File: src/rtl/fwu_frame_rx.sv
// Firmware-update frame receiver.
// Parses the SLIP-decoded byte stream into framed commands:
//   55 AA 01 type seq[15:8] seq[7:0] len[15:8] len[7:0] payload[len] crc[31:24..7:0]
// The header and payload are covered by a reflected CRC-32 (IEEE). The payload is
// streamed straight to the handler without buffering, so the handler must only
// act on it once rx_done reports OK.

// Byte-serial CRC-32 (IEEE 802.3, reflected, poly 0xEDB88320).
// Holds the raw running state. The final CRC value is ~crc_state.
module crc32_ieee (
    input  logic        clk,
    input  logic        rst_n,
    input  logic        init,
    input  logic        en,
    input  logic [7:0]  data,
    output logic [31:0] crc_state
);

    // One reflected CRC-32 step over a whole byte, LSB first.
    function automatic logic [31:0] crc32_byte(input logic [31:0] crc_in, input logic [7:0] data_in);
        logic [31:0] c;
        c = crc_in;
        for (int i = 0; i < 8; i++) begin
            if (c[0] ^ data_in[i]) begin
                c = (c >> 1) ^ 32'hEDB8_8320;
            end else begin
                c = c >> 1;
            end
        end
        return c;
    endfunction

    logic [31:0] crc_r;

    // Running CRC state: preset on reset or init, advanced one byte per enable.
    always_ff @(posedge clk or negedge rst_n) begin
        if (!rst_n) begin
            crc_r <= 32'hFFFF_FFFF;
        end else if (init) begin
            crc_r <= 32'hFFFF_FFFF;
        end else if (en) begin
            crc_r <= crc32_byte(crc_r, data);
        end else begin
            crc_r <= crc_r;
        end
    end

    assign crc_state = crc_r;

endmodule

module fwu_frame_rx #(
    parameter int MAX_PAYLOAD = 1024
) (
    input  logic        clk,
    input  logic        rst_n,
    input  logic        slip_start,
    input  logic        slip_end,
    input  logic [7:0]  slip_data,
    input  logic        slip_valid,
    output logic        slip_ready,
    output logic        cmd_valid,
    input  logic        cmd_ready,
    output logic [7:0]  cmd_type,
    output logic [15:0] cmd_seq,
    output logic [15:0] cmd_len,
    output logic [7:0]  cmd_data,
    output logic        cmd_data_valid,
    input  logic        cmd_data_ready,
    output logic        rx_done,
    output logic [2:0]  rx_status
);

    typedef enum logic [2:0] {
        S_IDLE    = 3'd0,
        S_HDR     = 3'd1,
        S_HOLD    = 3'd2,
        S_PAY     = 3'd3,
        S_CRC     = 3'd4,
        S_TAIL    = 3'd5,
        S_DISCARD = 3'd6
    } state_t;

    localparam logic [2:0]  ST_OK      = 3'd0;
    localparam logic [2:0]  ST_BAD_HDR = 3'd1;
    localparam logic [2:0]  ST_BAD_LEN = 3'd2;
    localparam logic [2:0]  ST_SHORT   = 3'd3;
    localparam logic [2:0]  ST_LONG    = 3'd4;
    localparam logic [2:0]  ST_BAD_CRC = 3'd5;
    localparam logic [2:0]  ST_ABORT   = 3'd6;

    localparam logic [15:0] MAX_LEN = 16'(MAX_PAYLOAD);

    // Fixed sync/version bytes expected at header positions 0..2.
    function automatic logic [7:0] hdr_magic(input logic [2:0] idx);
        logic [7:0] m;
        case (idx)
            3'd0:    m = 8'h55;
            3'd1:    m = 8'hAA;
            default: m = 8'h01;
        endcase
        return m;
    endfunction

    // Registers
    state_t      state_r;
    logic [2:0]  idx_r;
    logic [15:0] cnt_r;
    logic [31:0] rx_crc_r;
    logic [2:0]  err_r;
    logic [7:0]  type_r;
    logic [15:0] seq_r;
    logic [15:0] len_r;
    logic        rx_done_r;
    logic [2:0]  rx_status_r;

    // Combinational controls
    state_t      state_s;
    logic        ready_s;
    logic        acc_s;
    logic        crc_init_s;
    logic        crc_init_in_s;
    logic        crc_en_s;
    logic        done_s;
    logic [2:0]  status_s;
    logic        err_ld_s;
    logic [2:0]  err_val_s;
    logic        hdr_ld_s;
    logic        pay_xfer_s;
    logic        crc_shift_s;
    logic [15:0] cnt_next_s;
    logic [31:0] crc_state_s;

    // CRC engine is held in its preset state while reset is asserted.
    assign crc_init_in_s = crc_init_s | ~rst_n;

    crc32_ieee u_crc (
        .clk       (clk),
        .rst_n     (rst_n),
        .init      (crc_init_in_s),
        .en        (crc_en_s),
        .data      (slip_data),
        .crc_state (crc_state_s)
    );

    // Input-side backpressure per state; payload ready passes straight through.
    always_comb begin
        ready_s = 1'b1;
        case (state_r)
            S_HOLD:  ready_s = 1'b0;
            S_PAY:   ready_s = cmd_data_ready;
            default: ready_s = 1'b1;
        endcase
    end

    assign acc_s      = slip_valid & ready_s;
    assign cnt_next_s = cnt_r + 16'd1;

    // Next-state and per-cycle controls; slip_start outranks slip_end, which outranks a byte.
    always_comb begin
        state_s     = state_r;
        crc_init_s  = 1'b0;
        crc_en_s    = 1'b0;
        done_s      = 1'b0;
        status_s    = ST_OK;
        err_ld_s    = 1'b0;
        err_val_s   = ST_OK;
        hdr_ld_s    = 1'b0;
        pay_xfer_s  = 1'b0;
        crc_shift_s = 1'b0;
        if (slip_start) begin
            crc_init_s = 1'b1;
            state_s    = S_HDR;
            if (state_r != S_IDLE) begin
                done_s   = 1'b1;
                status_s = ST_ABORT;
            end else begin
                done_s   = 1'b0;
            end
        end else if (slip_end) begin
            case (state_r)
                S_HDR, S_HOLD, S_PAY, S_CRC: begin
                    done_s   = 1'b1;
                    status_s = ST_SHORT;
                    state_s  = S_IDLE;
                end
                S_TAIL: begin
                    done_s   = 1'b1;
                    status_s = (rx_crc_r == ~crc_state_s) ? ST_OK : ST_BAD_CRC;
                    state_s  = S_IDLE;
                end
                S_DISCARD: begin
                    done_s   = 1'b1;
                    status_s = err_r;
                    state_s  = S_IDLE;
                end
                default: begin
                    state_s  = S_IDLE;
                end
            endcase
        end else if (acc_s) begin
            case (state_r)
                S_HDR: begin
                    crc_en_s = 1'b1;
                    hdr_ld_s = 1'b1;
                    if ((idx_r < 3'd3) && (slip_data != hdr_magic(idx_r))) begin
                        err_ld_s  = 1'b1;
                        err_val_s = ST_BAD_HDR;
                        state_s   = S_DISCARD;
                    end else if (idx_r == 3'd7) begin
                        if ({len_r[15:8], slip_data} > MAX_LEN) begin
                            err_ld_s  = 1'b1;
                            err_val_s = ST_BAD_LEN;
                            state_s   = S_DISCARD;
                        end else begin
                            state_s   = S_HOLD;
                        end
                    end else begin
                        state_s = S_HDR;
                    end
                end
                S_PAY: begin
                    crc_en_s   = 1'b1;
                    pay_xfer_s = 1'b1;
                    if (cnt_next_s == len_r) begin
                        state_s = S_CRC;
                    end else begin
                        state_s = S_PAY;
                    end
                end
                S_CRC: begin
                    crc_shift_s = 1'b1;
                    if (idx_r == 3'd3) begin
                        state_s = S_TAIL;
                    end else begin
                        state_s = S_CRC;
                    end
                end
                S_TAIL: begin
                    err_ld_s  = 1'b1;
                    err_val_s = ST_LONG;
                    state_s   = S_DISCARD;
                end
                default: begin
                    state_s = state_r;
                end
            endcase
        end else if ((state_r == S_HOLD) && cmd_ready) begin
            if (len_r == 16'd0) begin
                state_s = S_CRC;
            end else begin
                state_s = S_PAY;
            end
        end else begin
            state_s = state_r;
        end
    end

    // State register.
    always_ff @(posedge clk or negedge rst_n) begin
        if (!rst_n) begin
            state_r <= S_IDLE;
        end else begin
            state_r <= state_s;
        end
    end

    // Header/CRC byte index and payload byte counter.
    always_ff @(posedge clk or negedge rst_n) begin
        if (!rst_n) begin
            idx_r <= 3'd0;
            cnt_r <= 16'd0;
        end else begin
            if (crc_init_s || (state_s != state_r)) begin
                idx_r <= 3'd0;
            end else if (hdr_ld_s || crc_shift_s) begin
                idx_r <= idx_r + 3'd1;
            end else begin
                idx_r <= idx_r;
            end
            if (crc_init_s) begin
                cnt_r <= 16'd0;
            end else if (pay_xfer_s) begin
                cnt_r <= cnt_next_s;
            end else begin
                cnt_r <= cnt_r;
            end
        end
    end

    // Header field capture; fields stay stable from HOLD onwards.
    always_ff @(posedge clk or negedge rst_n) begin
        if (!rst_n) begin
            type_r <= 8'd0;
            seq_r  <= 16'd0;
            len_r  <= 16'd0;
        end else if (hdr_ld_s) begin
            case (idx_r)
                3'd3:    type_r       <= slip_data;
                3'd4:    seq_r[15:8]  <= slip_data;
                3'd5:    seq_r[7:0]   <= slip_data;
                3'd6:    len_r[15:8]  <= slip_data;
                3'd7:    len_r[7:0]   <= slip_data;
                default: type_r       <= type_r;
            endcase
        end else begin
            type_r <= type_r;
        end
    end

    // Received CRC, shifted in MSB first, and the latched discard reason.
    always_ff @(posedge clk or negedge rst_n) begin
        if (!rst_n) begin
            rx_crc_r <= 32'd0;
            err_r    <= ST_OK;
        end else begin
            if (crc_shift_s) begin
                rx_crc_r <= {rx_crc_r[23:0], slip_data};
            end else begin
                rx_crc_r <= rx_crc_r;
            end
            if (err_ld_s) begin
                err_r <= err_val_s;
            end else begin
                err_r <= err_r;
            end
        end
    end

    // Registered completion pulse; status holds until the next completion.
    always_ff @(posedge clk or negedge rst_n) begin
        if (!rst_n) begin
            rx_done_r   <= 1'b0;
            rx_status_r <= ST_OK;
        end else begin
            rx_done_r <= done_s;
            if (done_s) begin
                rx_status_r <= status_s;
            end else begin
                rx_status_r <= rx_status_r;
            end
        end
    end

    assign slip_ready     = ready_s;
    assign cmd_valid      = (state_r == S_HOLD);
    assign cmd_type       = type_r;
    assign cmd_seq        = seq_r;
    assign cmd_len        = len_r;
    assign cmd_data       = slip_data;
    assign cmd_data_valid = (state_r == S_PAY) ? slip_valid : 1'b0;
    assign rx_done        = rx_done_r;
    assign rx_status      = rx_status_r;

endmodule

File: config.mk
export PLATFORM = sky130hd
export DESIGN_NAME = fwu_frame_rx
export DESIGN_NICKNAME = d
export VERILOG_FILES = /design/src/rtl/fwu_frame_rx.sv
export SDC_FILE = /design/constraint.sdc
export NUM_CORES = 1
export LEC_CHECK = 0
export ABC_AREA = 1
export BUFFER_PORTS_ARGS = -buffer_cell sky130_fd_sc_hd__buf_2
export CORE_MARGIN = 3
export CORE_UTILIZATION = 35
export DETAILED_ROUTE_END_ITERATION = 10
export SLEW_MARGIN = 25
export SYNTH_ARGS = -nofsm -noshare
export SYNTH_HDL_FRONTEND = slang
export SYNTH_SLANG_ARGS = --single-unit
File: constraint.sdc
create_clock -name clk -period 3.7 [get_ports clk]
set_clock_uncertainty 0.2 [all_clocks]
set_input_delay 0.37 -clock clk [delete_from_list [all_inputs] [get_ports clk]]
set_output_delay 0.37 -clock clk [all_outputs]
set_load 0.02 [all_outputs]
==> results.md, run 1 <==
- Wirelength per Cell: 15.6 um
- Post-layout min period: between 3 and 4 ns
- Initial core utilization: 35.7%
- Final worst-path cycle share: approximately 82%
- Vias per inst: 4.86
- I/O pin count: 70
- Hold crit path type: in -> reg
- Crit start category: register
- # nets final: 1020
- Detailed Routing Iterations Pass 1: 5
- Max Cap Viol: 0
- Crit Reg-Reg Endpoint: u_crc.crc_state[18]
- Post-route ant nets: 0
- Final Setup Violations: 0
- I/O Buffers: approximately 70
- Initial antenna violation count: 0
- Clock Sink Count: roughly 130
- Clk_lat worst skew: around 0.44 ns
- Post-Syn Area per Cell: between 8 and 9 um2
- Pleak: about 4.1 nW
- Postcts setup bufs: 0
- Power Density: just over 600 mW/mm2
- Vias in the first global route: 5961
- Worst-Margin Slew: 0.915 ns
- Crit path arrival time: around 3.2 ns
- Crit path to: u_crc.crc_state[18]
- Syn_nets: 953
- Sequential cell area fraction in the yosys report: ~45%
- Worst r2r src: state_r[1]
- Fin worst setup slack: 0.665 ns
- Final Max Tran Viols: 0
- Chip width: approximately 150 um
- Total Neg Setup Slack: 0 ns
- Synthesized flop and latch total: approximately 130
- Final-report hold violation count: 0
- Synthesized cell area: 0.00754 mm2
- Fmax: approximately 330 MHz
- Largest net degree at the start of global routing: between 60 and 70
- CP endpoint kind: register
- Crit-path max FO: 27
- Worst-path clk slew: roughly 0.07 ns
- Worst rel slew slack: 38.7%
- Initial drt markers: ~330
- Clock root buffer: clkbuf_16
- Max clock buf depth: 2
- Worst EP required: about 3.9 ns
- Area growth syn-to-layout: 16.4%
- CP Class: reg -> reg
- DRC: 0
- Critical path origin: state_r[1]
- Status: complete, no violations
- Die Y: roughly 150 um
- GRT Util Overall: 17.5%
- Maximum vdd drop: between 300 and 400 uV
- Inserted Clock Buffers: 17
- Rows: 53
- Worst slack at placement: 0.735 ns
- Dpl hpwl: ~14000 um
- Core ar.: 0.0211 mm2
- Total gr overflow: 0
- Synth warnings: 0
- RSZ-0062 raised after global routing: false
- R2r setup slk: ~0.66 ns
- # H-tree levels: 4
- Share of cells above drive strength 1: between 10% and 20%
- Worst Reg2Reg Path Length in Cells: 11
- CTS tree: yes
- Synth Instances: slightly above 900
- Final Routed Wirelength: 20000 um
- Number of diodes: 0
- DR vias: approximately 6200
- Total Die Area: ~0.023 mm2
- Count of cell types in the netlist: 41
- First-pass GRT wire length: 32600 um
- Gpl congestion: about 0.86
## state kept, by name (all words and copies together), names as in the netlist
name and flops:
rx_crc_r 32, u_crc.crc_state 32, cmd_len 16, cmd_seq 16
cnt_r 16, cmd_type 8, err_r 3, idx_r 3
rx_status 3, state_r 3, rx_done 1
## cell usage after synthesis
library cell  instances  area (um2)
a21oi_1              40         200
a31o_2                1        8.76
a31oi_1               3        18.8
a32oi_1               1        8.76
and2_1                1        6.26
buf_2                 9        45.0
buf_4                12        90.1
clkbuf_1              9        33.8
clkinv_2              1        5.00
dfrtp_1             101        2530
dfstp_2              32         841
ha_1                  7        87.6
inv_1               112         420
inv_2                 5        18.8
nand2_1             207         777
nand2_2               8        50.1
nand2_4               2        22.5
nand3_1              48         240
nand3b_1              3        22.5
nand4_1              23         144
nor2_1               73         274
nor2_2                4        25.0
nor2_4                4        45.0
nor3_1               11        55.1
nor3_2                2        20.0
nor4_1                4        25.0
o2111ai_1             3        26.3
o21a_1                1        7.51
o21ai_0              73         365
o21ai_1               5        25.0
o21ai_2               1        8.76
o221ai_1              1        8.76
o22a_1                1        8.76
o22ai_1              25         156
o31ai_1               1        7.51
or2_2                 3        18.8
xnor2_1              21         184
xnor2_2               3        48.8
xnor2_4               2        55.1
xor2_1               67         587
xor2_2                1        16.3
## report_power, final
part	internal [W]	leakage [nW]	switching, W	total [W]
sequential	0.00176	1.65	0.000220	0.00198
combinational	0.000643	2.14	0.000930	0.00157
clock	0.00110	0.298	0.000720	0.00182
total	0.00350	4.09	0.00187	0.00537
## cells in the final DEF, fill, tap and decap left out, types with 7 or more instances in the layout
master	n
nand2_1	207
inv_1	112
dfrtp_1	101
nor2_1	73
o21ai_0	73
buf_2	68
xor2_1	67
nand3_1	48
a21oi_1	40
dfstp_2	32
o22ai_1	25
nand4_1	23
xnor2_1	21
clkbuf_16	17
nor3_1	11
nand2_2	8
ha_1	7
## cell type report
type,instances,area (um2)
multi-input combinational,650,3560
sequential,133,3370
clock buffer,18,439
tap,275,344
inverter,118,444
fill,2154,12300
clock inverter,14,188
timing repair buffer,78,427
## per-layer routing
metal  GRT usage [%]  wire length [um]
met1            23.9              9380
met3            3.29               927
met5               0                 0
met2            28.0              9410
met4            6.49               339
## cells by family (layout without fill, tap and decap cells)
| family | after synthesis | in the layout | share of synthesized area [%] |
|---|---|---|---|
| XOR/XNOR | 94 | 94 | 11.8 |
| adder cells (fa/ha/maj) | 7 | 7 | 1.16 |
| AND/OR/NAND/NOR | 393 | 393 | 22.9 |
| flip-flops | 133 | 133 | 44.7 |
| AO/OA/AOI/OAI | 156 | 156 | 11.3 |
| buffers and inverters | 148 | 228 | 8.14 |
## worst min-delay path by stage
stage / slack [ns] / cells after the start / endpoint / start
floorplan: -0.13 / 0 / cmd_len[0] / rst_n
global placement: 0.26 / 2 / cmd_type[0] / cmd_type[0]
detailed placement: 0.27 / 2 / cmd_type[0] / cmd_type[0]
CTS: 0.07 / 3 / rx_crc_r[6] / slip_data[6]
global route: 0.09 / 3 / rx_crc_r[3] / slip_data[3]
finish: 0.08 / 3 / state_r[0] / slip_start
## stage by stage
step                      area (um2)  power [W]  std cells  util [%]  hold slack [ns]
final                           8770    0.00537       1286      41.6           0.0830
after CTS                       8770    0.00541       1286      41.6           0.0650
after global routing            8770    0.00567       1286      41.6           0.0898
after global placement          8110    0.00356       1251      38.5            0.263
after floorplan                 7540    0.00318        931         -           -0.126
after detailed placement        8110    0.00356       1251      38.5            0.269
## what timing repair did
item | in CTS | in global routing
endpoints found under the setup margin | 0 | 0
endpoints found under the hold margin | 8 | 0
hold buffers | 3 | 0
resized for setup | 0 | 0
## critical path: stages, from the launching register on
cell	delay, ns
dfrtp_1	0.46
inv_2	0.09
nor2_1	0.18
nand2_1	0.10
nand2_1	0.14
nor2_1	0.07
inv_2	0.09
nor2_1	0.07
nor3_2	0.75
inv_2	0.45
o22ai_1	0.30
inv_1	0.07
(Power assumes the default switching activity.)
==> inputs of run 2 (changes only) <==
==> constraint.sdc (replaced) <==
create_clock -name clk -period 3 [get_ports clk]
set_clock_uncertainty 0.2 [all_clocks]
set_input_delay 0.3 -clock clk [delete_from_list [all_inputs] [get_ports clk]]
set_output_delay 0.3 -clock clk [all_outputs]
set_load 0.02 [all_outputs]
==> run 2 against run 1 <==
Non-clock buffer count increased by 2. Sequential cell count unchanged. Maximum frequency increased by 14%. Wire length decreased by 0.25%. Global-route usage about the same. Largest power group unchanged. Highest routed layer unchanged.
==> results.md, run 2 (synthesis results as in run 1) <==
- Number of diodes: 0 (unchanged)
- Die Y: 153 um (unchanged)
- Total Die Area: 0.0233 mm2 (unchanged)
- Max clock buf depth: 2 (unchanged)
- CP Class: reg -> reg
- I/O pin count: 70 (unchanged)
- Max Cap Viol: 0 (unchanged)
- Final-report hold violation count: 0 (unchanged)
- Commonest non-fill, non-tap cell in the layout: nand2_1
- Final Setup Violations: 0 (unchanged)
- Worst r2r src: state_r[1]
- Initial core utilization: 35.7% (unchanged)
- Worst-Margin Slew: 0.753 ns (-0.163 ns)
- Initial drt markers: 411 (+23%)
- CP endpoint kind: register
- Clk_lat worst skew: 0.43 ns (about the same)
- Final Max Tran Viols: 0 (unchanged)
- Commonest non-fill, non-tap cells in the layout: nand2_1 (207), inv_1 (112), dfrtp_1 (101), nor2_1 (73), o21ai_0 (73)
- Pwr Total: 0.00652 W (+21%)
- Gpl congestion: 0.877 (+1.8%)
- Rows: 53 (unchanged)
- Post-Layout Cell Count: 1288 (+0.16%)
- Post-layout min period: 2.66 ns (-0.371 ns)
- Critical path origin: state_r[1]
- RSZ-0062 raised after global routing: false
- Placed cell area: 0.00815 mm2 (+0.40%)
- Crit start category: register
- Critical Path, Cell by Cell: inv_2, nor2_1, inv_1, nor2_2, inv_1, nor2_1, nor3_2, nor2_1, inv_2, o22ai_1, inv_1
- Worst-path clk slew: 0.06 ns (about the same)
- Final Util: 41.7% (+0.059 points)
- # nets final: 1022 (+0.20%)
- Post-route ant nets: 0 (unchanged)
- Post-cts resize count: 0 (unchanged)
- I/O Buffers: 69 (unchanged)
- Area growth syn-to-layout: 16.6%
- Placed cells: 1252 (+0.080%)
- Final Routed Wirelength: 20000 um (-0.25%)
- Slowest cell on crit path: dfrtp_1
- Total gr overflow: 0 (unchanged)
- Status: complete, no violations
- Share of cells above drive strength 1: 17.4% (-0.13 points)
- Postcts setup bufs: 0 (unchanged)
- Inserted Clock Buffers: 17 (unchanged)
- Worst rel slew slack: 49.8% (+11 points)
- Dpl hpwl: 14400 um (-0.33%)
- Crit Reg-Reg Endpoint: u_crc.crc_state[14]
- Pleak: 4.09 nW (about the same)
- DR vias: 6325 (+1.2%)
- CTS tree: yes
- Chip width: 153 um (unchanged)
- CTS hold repair buffers: 4 (+1)
- Crit-path max cell delay: 0.45 ns (-0.30 ns)
- First-pass GRT wire length: 32800 um (+0.72%)
- Multi-input logic area: 0.00356 mm2 (unchanged)
- Initial antenna violation count: 0 (unchanged)
- Final worst-path cycle share: 88.8% (+6.8 points)
- Wirelength per Cell: 15.5 um (-0.41%)
- Hold Crit Depth: 3 (unchanged)
- Vias in the first global route: 6113 (+2.5%)
- Crit path arrival time: 2.82 ns (-0.39 ns)
- Worst Reg2Reg Path Length in Cells: 11 (unchanged)
- # fillers: 2138 (-0.74%)
- Hold crit path type: in -> reg
- DRC: 0 (unchanged)
- Storage cell area: 0.00337 mm2 (unchanged)
- Worst EP required: 3.16 ns (-0.71 ns)
- Power Density: 742 mW/mm2 (+21%)
- Fmax: 375 MHz (+14%)
- Post-Layout Inst Area: 0.00878 mm2 (+0.14%)
- Maximum vdd drop: 448 uV (+38%)
- Core ar.: 0.0211 mm2 (unchanged)
- # H-tree levels: 4 (unchanged)
- Largest net degree at the start of global routing: 134 (+97%)
- Clock Sink Count: 133 (unchanged)
- Detailed Routing Iterations Pass 1: 5 (unchanged)
- Hold path endpoint: rx_crc_r[6]
- Vias per inst: 4.91 (+1.1%)
- Hold_sp: slip_data[6]
- Clock root buffer: clkbuf_16
- Crit-path max FO: 17 (-37%)
- R2r setup slk: 0.34 ns (-0.33 ns)
- GRT Util Overall: 17.5% (-0.025 points)
- Total Neg Setup Slack: 0 ns (unchanged)
run 2: how the worst max path moves through the flow:
stage                                to  slack [ns]  depth (start not counted)
floorplan                  rx_crc_r[13]        0.75                         10
global route                   idx_r[2]        0.03                         18
detailed placement          cmd_type[6]        0.35                          8
CTS                         cmd_type[6]        0.33                          8
global placement            cmd_type[6]        0.30                          8
finish              u_crc.crc_state[14]        0.34                         11
run 2: layout make-up:
type | instances | area share (%)
multi-input cells | 650 | 40.5
flip-flops and latches | 133 | 38.3
clock buffers | 22 | 5.40
repair buffers | 80 | 5.34
inverters | 118 | 5.06
well taps | 275 | 3.92
clock inverters | 10 | 1.40
run 2: critical path: cells and delay by family (launching register included):
family | cells | cell delay (ns)
AOI/OAI and AO/OA | 1 | 0.20
DFF | 1 | 0.45
buffers and inverters | 5 | 0.63
and+or+nand+nor | 5 | 1.10
run 2: where the power goes:
group | total [W] | internal (W) | switching, W | leakage, nW
Sequential | 0.00244 | 0.00217 | 0.000274 | 1.65
Clock | 0.00213 | 0.00130 | 0.000834 | 0.283
Combinational | 0.00194 | 0.000797 | 0.00115 | 2.15
run 2: per-layer routing:
metal | vias to the layer above | share of wire (%) | global-route usage [%]
li1 | 3139 | - | -
met1 | 3017 | 47 | 24.0
met5 | - | 0 | 0
met2 | 154 | 47 | 28.1
met4 | 0 | 0.97 | 4.54
met3 | 15 | 4.7 | 4.06
run 2: stage by stage:
step                      setup slack [ns]  hold slack, ns
after floorplan                      0.746          -0.196
after global placement               0.297           0.262
after detailed placement             0.347           0.268
after CTS                            0.331          0.0107
after global routing                0.0252          0.0438
final                                0.336          0.0144
